`src/rtl/drac_icache_pkg.sv`:
```
// Shared instruction-cache geometry and index types used by the replacement logic.
package drac_icache_pkg;

    localparam int ICACHE_N_WAY = 4;
    localparam int ICACHE_N_SET = 64;
    localparam int ICACHE_WAY_W = $clog2(ICACHE_N_WAY);
    localparam int ICACHE_SET_W = $clog2(ICACHE_N_SET);

    typedef logic [ICACHE_WAY_W-1:0] way_idx_t;
    typedef logic [ICACHE_SET_W-1:0] set_idx_t;
    typedef logic [ICACHE_N_WAY-2:0] plru_t;

endpackage

```
`src/rtl/icache_ffs.sv`:
```
// Find-first-set: index of the lowest set bit of vec_i, empty_o when no bit is set.
module icache_ffs #(
    parameter int N = 4,
    localparam int W = (N > 1) ? $clog2(N) : 1
) (
    input  logic [N-1:0] vec_i,
    output logic [W-1:0] idx_o,
    output logic         empty_o
);

    // Scanning from the top down lets the lowest set bit win.
    always_comb begin
        idx_o   = '0;
        empty_o = 1'b1;
        for (int i = N - 1; i >= 0; i--) begin
            if (vec_i[i]) begin
                idx_o   = W'(i);
                empty_o = 1'b0;
            end
        end
    end

endmodule

```
`src/rtl/icache_way_replace.sv`:
```
// Victim-way selection for the icache refill path: lowest invalid way first,
// otherwise the tree-PLRU victim of the addressed set.
module icache_way_replace
    import drac_icache_pkg::*;
#(
    parameter int N_WAY = ICACHE_N_WAY,
    parameter int N_SET = ICACHE_N_SET,
    localparam int SET_W = $clog2(N_SET),
    localparam int WAY_W = $clog2(N_WAY)
) (
    input  logic             clk_i,
    input  logic             rstn_i,
    input  logic             flush_i,
    input  logic             req_valid_i,
    input  logic [SET_W-1:0] req_set_i,
    input  logic [N_WAY-1:0] req_valid_ways_i,
    input  logic             upd_valid_i,
    input  logic [SET_W-1:0] upd_set_i,
    input  logic [WAY_W-1:0] upd_way_i,
    output logic             victim_valid_o,
    output logic [WAY_W-1:0] victim_way_o,
    output logic             victim_inval_o,
    output logic             all_valid_o
);

    // Heap-ordered tree walk: a 0 bit descends left (lower ways), 1 descends right.
    function automatic logic [WAY_W-1:0] plru_walk(input logic [N_WAY-2:0] tree);
        logic [WAY_W-1:0] node;
        logic [WAY_W-1:0] way;
        logic             b;
        node = '0;
        way  = '0;
        for (int l = 0; l < WAY_W; l++) begin
            b    = tree[node];
            way  = WAY_W'({way, b});
            node = WAY_W'(32'(node) * 2 + 32'(b) + 1);
        end
        return way;
    endfunction

    // Every node on the path to the accessed way is turned to point away from it.
    function automatic logic [N_WAY-2:0] plru_update(input logic [N_WAY-2:0] tree,
                                                     input logic [WAY_W-1:0] way);
        logic [N_WAY-2:0] nxt;
        logic [WAY_W-1:0] node;
        logic [WAY_W-1:0] path;
        logic             b;
        nxt  = tree;
        node = '0;
        path = way;
        for (int l = 0; l < WAY_W; l++) begin
            b         = path[WAY_W-1];
            nxt[node] = ~b;
            node      = WAY_W'(32'(node) * 2 + 32'(b) + 1);
            path      = path << 1;
        end
        return nxt;
    endfunction

    logic [N_WAY-2:0] plru_q [N_SET];
    logic [WAY_W-1:0] ffs_idx;
    logic             ffs_empty;
    logic [WAY_W-1:0] pick_way;

    logic             vld_p1;
    logic [WAY_W-1:0] way_p1;
    logic             inval_p1;
    logic             all_valid_p1;

    icache_ffs #(.N(N_WAY)) u_ffs (
        .vec_i   (~req_valid_ways_i),
        .idx_o   (ffs_idx),
        .empty_o (ffs_empty)
    );

    always_comb begin
        pick_way = ffs_idx;
        if (ffs_empty) pick_way = plru_walk(plru_q[req_set_i]);
    end

    // Stage p0 -> p1: request result registered; reads the pre-update state.
    always_ff @(posedge clk_i or negedge rstn_i) begin
        if (!rstn_i) begin
            vld_p1       <= 1'b0;
            way_p1       <= '0;
            inval_p1     <= 1'b0;
            all_valid_p1 <= 1'b0;
        end else begin
            vld_p1 <= req_valid_i;
            if (req_valid_i) begin
                way_p1       <= pick_way;
                inval_p1     <= ~ffs_empty;
                all_valid_p1 <= ffs_empty;
            end
        end
    end

    // PLRU state: flush wins over a same-cycle update.
    always_ff @(posedge clk_i or negedge rstn_i) begin
        if (!rstn_i) begin
            for (int s = 0; s < N_SET; s++) plru_q[s] <= '0;
        end else if (flush_i) begin
            for (int s = 0; s < N_SET; s++) plru_q[s] <= '0;
        end else if (upd_valid_i) begin
            plru_q[upd_set_i] <= plru_update(plru_q[upd_set_i], upd_way_i);
        end
    end

    assign victim_valid_o = vld_p1;
    assign victim_way_o   = way_p1;
    assign victim_inval_o = inval_p1;
    assign all_valid_o    = all_valid_p1;

endmodule

```
`config.mk`:
```
export PLATFORM = sky130hd
export DESIGN_NAME = icache_way_replace
export DESIGN_NICKNAME = d
export VERILOG_FILES = /design/src/rtl/drac_icache_pkg.sv /design/src/rtl/icache_ffs.sv /design/src/rtl/icache_way_replace.sv
export SDC_FILE = /design/constraint.sdc
export NUM_CORES = 1
export LEC_CHECK = 0
export ABC_AREA = 1
export BUFFER_PORTS_ARGS = -buffer_cell sky130_fd_sc_hd__buf_2
export CORE_ASPECT_RATIO = 0.75
export CORE_MARGIN = 10
export CORE_UTILIZATION = 40
export CTS_CLUSTER_DIAMETER = 80
export DETAILED_ROUTE_END_ITERATION = 16
export SETUP_SLACK_MARGIN = 0.4
export SYNTH_ARGS = -nofsm -noshare
export SYNTH_HDL_FRONTEND = slang
export SYNTH_SLANG_ARGS = --single-unit
```
`constraint.sdc`:
```
create_clock -name clk_i -period 3.5 [get_ports clk_i]
set_input_delay 0.35 -clock clk_i [delete_from_list [all_inputs] [get_ports clk_i]]
set_output_delay 0.35 -clock clk_i [all_outputs]
set_load 0.03 [all_outputs]
```
* After elaboration in Yosys (flattened, before gate mapping)
Cells that the tools add are included.
** Storage, ports and cells
- Bits in registers :: 197
- Output and inout port bits :: 5
- Word-level logic and storage cells :: 110
- Input bits :: 23
** Cells by class
- Bitwise operators :: 6
- Magnitude comparators :: 6
- Reduce and logical (&&, ||, !) cells :: 3
- Mux-type cells :: 25
- $add $sub $neg :: 2
** Operator list (number)
- 192-bit 2-to-1 mux :: 2
- 192-bit bitwise mux :: 1
- 3-bit binary-select mux with 6-bit select :: 2
- 3-bit demux with 6-bit select :: 1
- 3-bit 2-to-1 mux :: 5
- 7-bit >= comparator, second input constant :: 2
- 6-bit inverter with 7-bit output :: 2
- 2-bit 2-to-1 mux :: 5
- 7-bit by 1-bit < comparator with 1-bit output, second input constant :: 1
- 2-bit by 3-bit < comparator with 1-bit output, second input constant :: 2
- 1-bit 2-to-1 mux :: 6
- 1-bit by 1-bit adder with 2-bit output, second input constant :: 2
- 4-bit inverter :: 1
- 3-bit bitwise mux :: 1
- 1-bit inverter :: 3
- 1-bit binary-select mux with 2-bit select :: 1
- 1-bit demux with 2-bit select :: 1
- 2-bit by 1-bit >= comparator with 1-bit output, second input constant :: 1
- 1-bit logical AND :: 2
- 2-bit nonzero test :: 1

* Logic depth before layout (Yosys ltp)
- Word-level depth :: 9
- Gate-level depth with buffers :: 16
- Gate-level depth less buffers :: 13

* By module
A second synthesis with hierarchy kept.
** Unflattened totals
- Cells, all modules :: 1739
- Area total of the unflattened synthesis :: 11752.5 µm²
** Modules (own cells, without submodules)
- icache_way_replace :: area an instance 11717.5 µm², instances 1, sequential area each 4929.7 µm², cells each 1731
- icache_ffs :: area an instance 35.0 µm², instances 1, sequential area each 0.0 µm², cells each 8

* Least setup slack after synthesis
No wires, ideal clock.
- Path type :: input to register
- From :: input port upd_set_i[0]
- To :: register plru_q[100] (netlist name)
- Library setup time :: 0.118 ns
- Required time :: 3.382 ns
- Data arrival time :: 1.822 ns
- Cell stages on the path :: 15
- Buffers on the path :: 4
- Slack :: 1.560 ns
- Path through :: buf_4 inv_2 buf_6 nand3_2 inv_2 buf_6 nand2_1 nand2_1 nor2_1 nand4_1 a21oi_1 nand3_4 buf_6 nand3_1 nand2_1
** Between the ends
- Cells in the longest elaborated chain, start to end :: 8
- Elaborated cells between the ends (all ways) :: 13
- Those cells by class :: 2 x order compare; 9 x mux; 1 x bitwise; 1 x reduce/logical
** RTL lines
- start: declaration :: line icache_way_replace.sv:18 : input logic [SET_W-1:0] upd_set_i,
- 6-bit inverter with 7-bit output (not written as such) (*) :: line icache_way_replace.sv:105 : plru_q[upd_set_i] <= plru_update(plru_q[upd_set_i], upd_way_i);
- 7-bit >= comparator (not written as such) (tied with other cells) :: line icache_way_replace.sv:105
- 1-bit logical AND (not written as such) / 3-bit 2-to-1 mux (equally long branches) :: line icache_way_replace.sv:105
- 3-bit 2-to-1 mux (not written as such) :: line icache_way_replace.sv:105
- 3-bit demux with 6-bit select / 3-bit bitwise mux (equally long branches) :: line icache_way_replace.sv:105, icache_way_replace.sv:53
- 192-bit bitwise mux (*) :: line icache_way_replace.sv:105
- 192-bit 2-to-1 mux (*) :: line icache_way_replace.sv:104 : end else if (upd_valid_i) begin
- 192-bit 2-to-1 mux (*) :: line icache_way_replace.sv:102 : end else if (flush_i) begin
- end signal: indexed assignment :: line icache_way_replace.sv:105
- end: declaration :: line icache_way_replace.sv:60 : logic [N_WAY-2:0] plru_q [N_SET];
Mark *: on every way between the ends. The rest lies on a longest branch, timed or not. The select of a mux whose other input is x is not followed.
A chain may end at the register's enable or synchronous reset.

* Worst setup path after layout
- From :: input port upd_set_i[2]
- To :: register plru_q[23] (netlist name)
The elaborated chain is that of the path after synthesis.

==> impl_metrics.json <==
{
  "fin_crit_ps": 2446,
  "cp-end-kind": "flip-flop",
  "hold_class": "in -> reg",
  "grt.total_usage_pct": 24.07,
  "num_vias": 11893,
  "final_nets": 1685,
  "dieArea_um2": 36180,
  "leakage_uw": 0.006504,
  "synth_fp_nets": 1701,
  "row_count": 53,
  "grt_max_degree": 82,
  "placed_cell_area_um2": 12100,
  "numCtsBuffers": 17,
  "die_h_um": 167.3,
  "cts_resized": 0,
  "netlist_instances": 1678,
  "outcome": "finished, final reports clean",
  "start_util_pct": 40.94,
  "r2r_slack_ps": 1190,
  "synth_top_family_by_area": "simple AND/OR/NAND/NOR gates",
  "drt_iter0_markers": 1751,
  "r2r_cells": 11,
  "critPathMaxFanout": 30,
  "dp_hpwl_mm": 28.12,
  "synthAdderAreaFrac_pct": 0,
  "slowest_stage": "nand3_4",
  "die-width_um": 216.3,
  "worst_path_largest_cell_delay_ps": 490,
  "area_growth_pct": 10.21,
  "crit_top_cell": "nand2_1",
  "ys_seq_area_share_pct": 42.63,
  "synthMuxAreaShare_pct": 0,
  "slew-limit-headroom_pct": 21.99,
  "power_density_nw_per_um2": 399.2,
  "setup_tns_ps": 0,
  "worst_slew_pin_slew_ps": 1168,
  "synth_area_um2": 11560,
  "cts.sinks": 197,
  "cp.required_ps": 3860,
  "finalSetupViolations": 0,
  "synth_xor_area_share_pct": 0,
  "post_drt_wl_per_cell_um": 21.30,
  "viasPerCell": 5.773,
  "ys_warn_count": 0,
  "n_antenna_cell": 0,
  "cap_violations": 0,
  "path_clk_slew_ps": 70,
  "min_period_over_period_pct": 69.88,
  "drt.antenna.violating_nets": 0,
  "antenna_found_initial": 0,
  "hold_viol": 0,
  "crit_type": "in -> reg",
  "ios": 28,
  "cts_max_level": 4,
  "worstSkewPairLatency_ps": 480,
  "ys_seq_elements": 197,
  "grt_pass1_vias": 11179,
  "clockBufferDepth": 2,
  "skew_ps": 12.48,
  "place_congestion": 0.9292,
  "gr-total-overflow": 0,
  "path_cells": "buf_2 -> nand3_1 -> inv_1 -> a22oi_1 -> nand4_1 -> nand2_1 -> nand2_1 -> nor2_1 -> nand3_4 -> buf_12 -> nand3_1 -> nand2_1",
  "drt-pass1-iter-count": 6,
  "slew_viol_final": 0,
  "tritoncts": "built",
  "fmax_mhz": 408.9,
  "core-area_um2": 28250,
  "wl_mm": 43.87,
  "drc_errors": 0,
  "final_cell_mix": "nand2_1, nand3_1, dfrtp_1, inv_1, nor2_1",
  "final_common_cell": "nand2_1",
  "syn_area_per_cell_um2": 6.892,
  "cts_root_buf": "clkbuf_16",
  "final_cell_area_um2": 12750,
  "grt_pass1_wl_mm": 67.87,
  "ir_drop_mv": 0.3264,
  "ys_types": 29,
  "arrival_ps": 2810,
  "synth-simple-area-share_pct": 41.33,
  "cp-start-kind": "input port",
  "drive_above_1_share_pct": 7.463,
  "rsz0062_at_grt": "false",
  "synth_compound_area_share_pct": 8.179,
  "holdPathStages": 1,
  "portBuffers": 27
}
[logic make-up after synthesis]
| logic type | after synthesis |
|---|---|
| compound gates | 136 |
| buf+inv | 214 |
| flops | 197 |
| simple gates | 1131 |
[state kept, by name (all words and copies together), names as in the netlist]
name,count
victim_valid_o,1
plru_q,192
victim_way_o,2
all_valid_o,1
victim_inval_o,1
[area by class of cell]
type                            instances  area (um2)
Tap cell                              385       481.7
Timing Repair Buffer                   69       551.8
Fill cell                            2920       15500
Clock buffer                           19       442.9
Multi-Input combinational cell       1267        5733
Inverter                              110       412.9
Clock inverter                         13       193.9
Sequential cell                       197        4930
[final timing paths]
| kind | from | end |
|---|---|---|
| setup / recovery | upd_set_i[2] | plru_q[23] |
| hold / removal | req_valid_i | victim_valid_o |
| setup reg to reg | plru_q[176] | plru_q[23] |
| hold reg to reg | victim_way_o[1] | victim_way_o[1] |
| max in group asynchronous | rstn_i | plru_q[130] |
| min in group asynchronous | rstn_i | plru_q[9] |
[critical path, delay by kind of cell]
kind            cells  cell delay, ps
simple gates        8            1290
buf+inv             3             870
compound gates      1             280
[metrics by stage]
| step | hold slack, ps | setup WS [ps] | power, uW | cells | util (%) |
|---|---|---|---|---|---|
| floorplan | 54.41 | 1560 | 2660 | 1678 | - |
| global placement | 423.0 | 695.6 | 2908 | 2027 | 42.83 |
| detailed placement | 423.5 | 627.8 | 2910 | 2027 | 42.83 |
| CTS | 28.12 | 1114 | 5089 | 2060 | 45.12 |
| global route | 30.75 | 859.9 | 5252 | 2060 | 45.12 |
| finish | 37.94 | 1054 | 5088 | 2060 | 45.12 |
[cells in the mapped netlist (all sizes together)]
cell type | instances | area, um2
nand4 | 19 | 118.9
a22o | 59 | 516.8
nor3 | 27 | 146.4
o21a | 1 | 7.510
and3 | 1 | 6.260
nand3 | 295 | 1531
clkbuf | 59 | 221.5
o21ai | 20 | 100.1
a21oi | 39 | 195.2
nor2 | 71 | 274.0
o22ai | 3 | 18.77
buf | 45 | 275.3
inv | 108 | 405.4
a31oi | 1 | 6.260
a22oi | 10 | 75.07
dfrtp | 197 | 4930
nand2 | 715 | 2684
o2111ai | 3 | 26.28
nor4 | 3 | 18.77
clkinv | 2 | 7.510
[repair_timing]
item,in CTS,in global routing
setup buffers,0,0
endpoints found under the hold margin,77,0
hold buffers,1,0
[per-layer routing]
metal	wire length [um]	global-route usage (%)	part of all wire [%]
met1	19540	34.60	45
met2	18210	34.55	42
met3	5081	6.122	12
met4	1039	7.158	2.4
met5	0	0	0
[where the power goes]
group          switching (uW)  leakage [uW]  total (uW)  internal [uW]
logic                     462       0.00347         588            126
clock network             981      0.000297        2210           1220
registers                8.85       0.00274        2290           2290
Note: power is estimated with default switching activity, not from simulation.
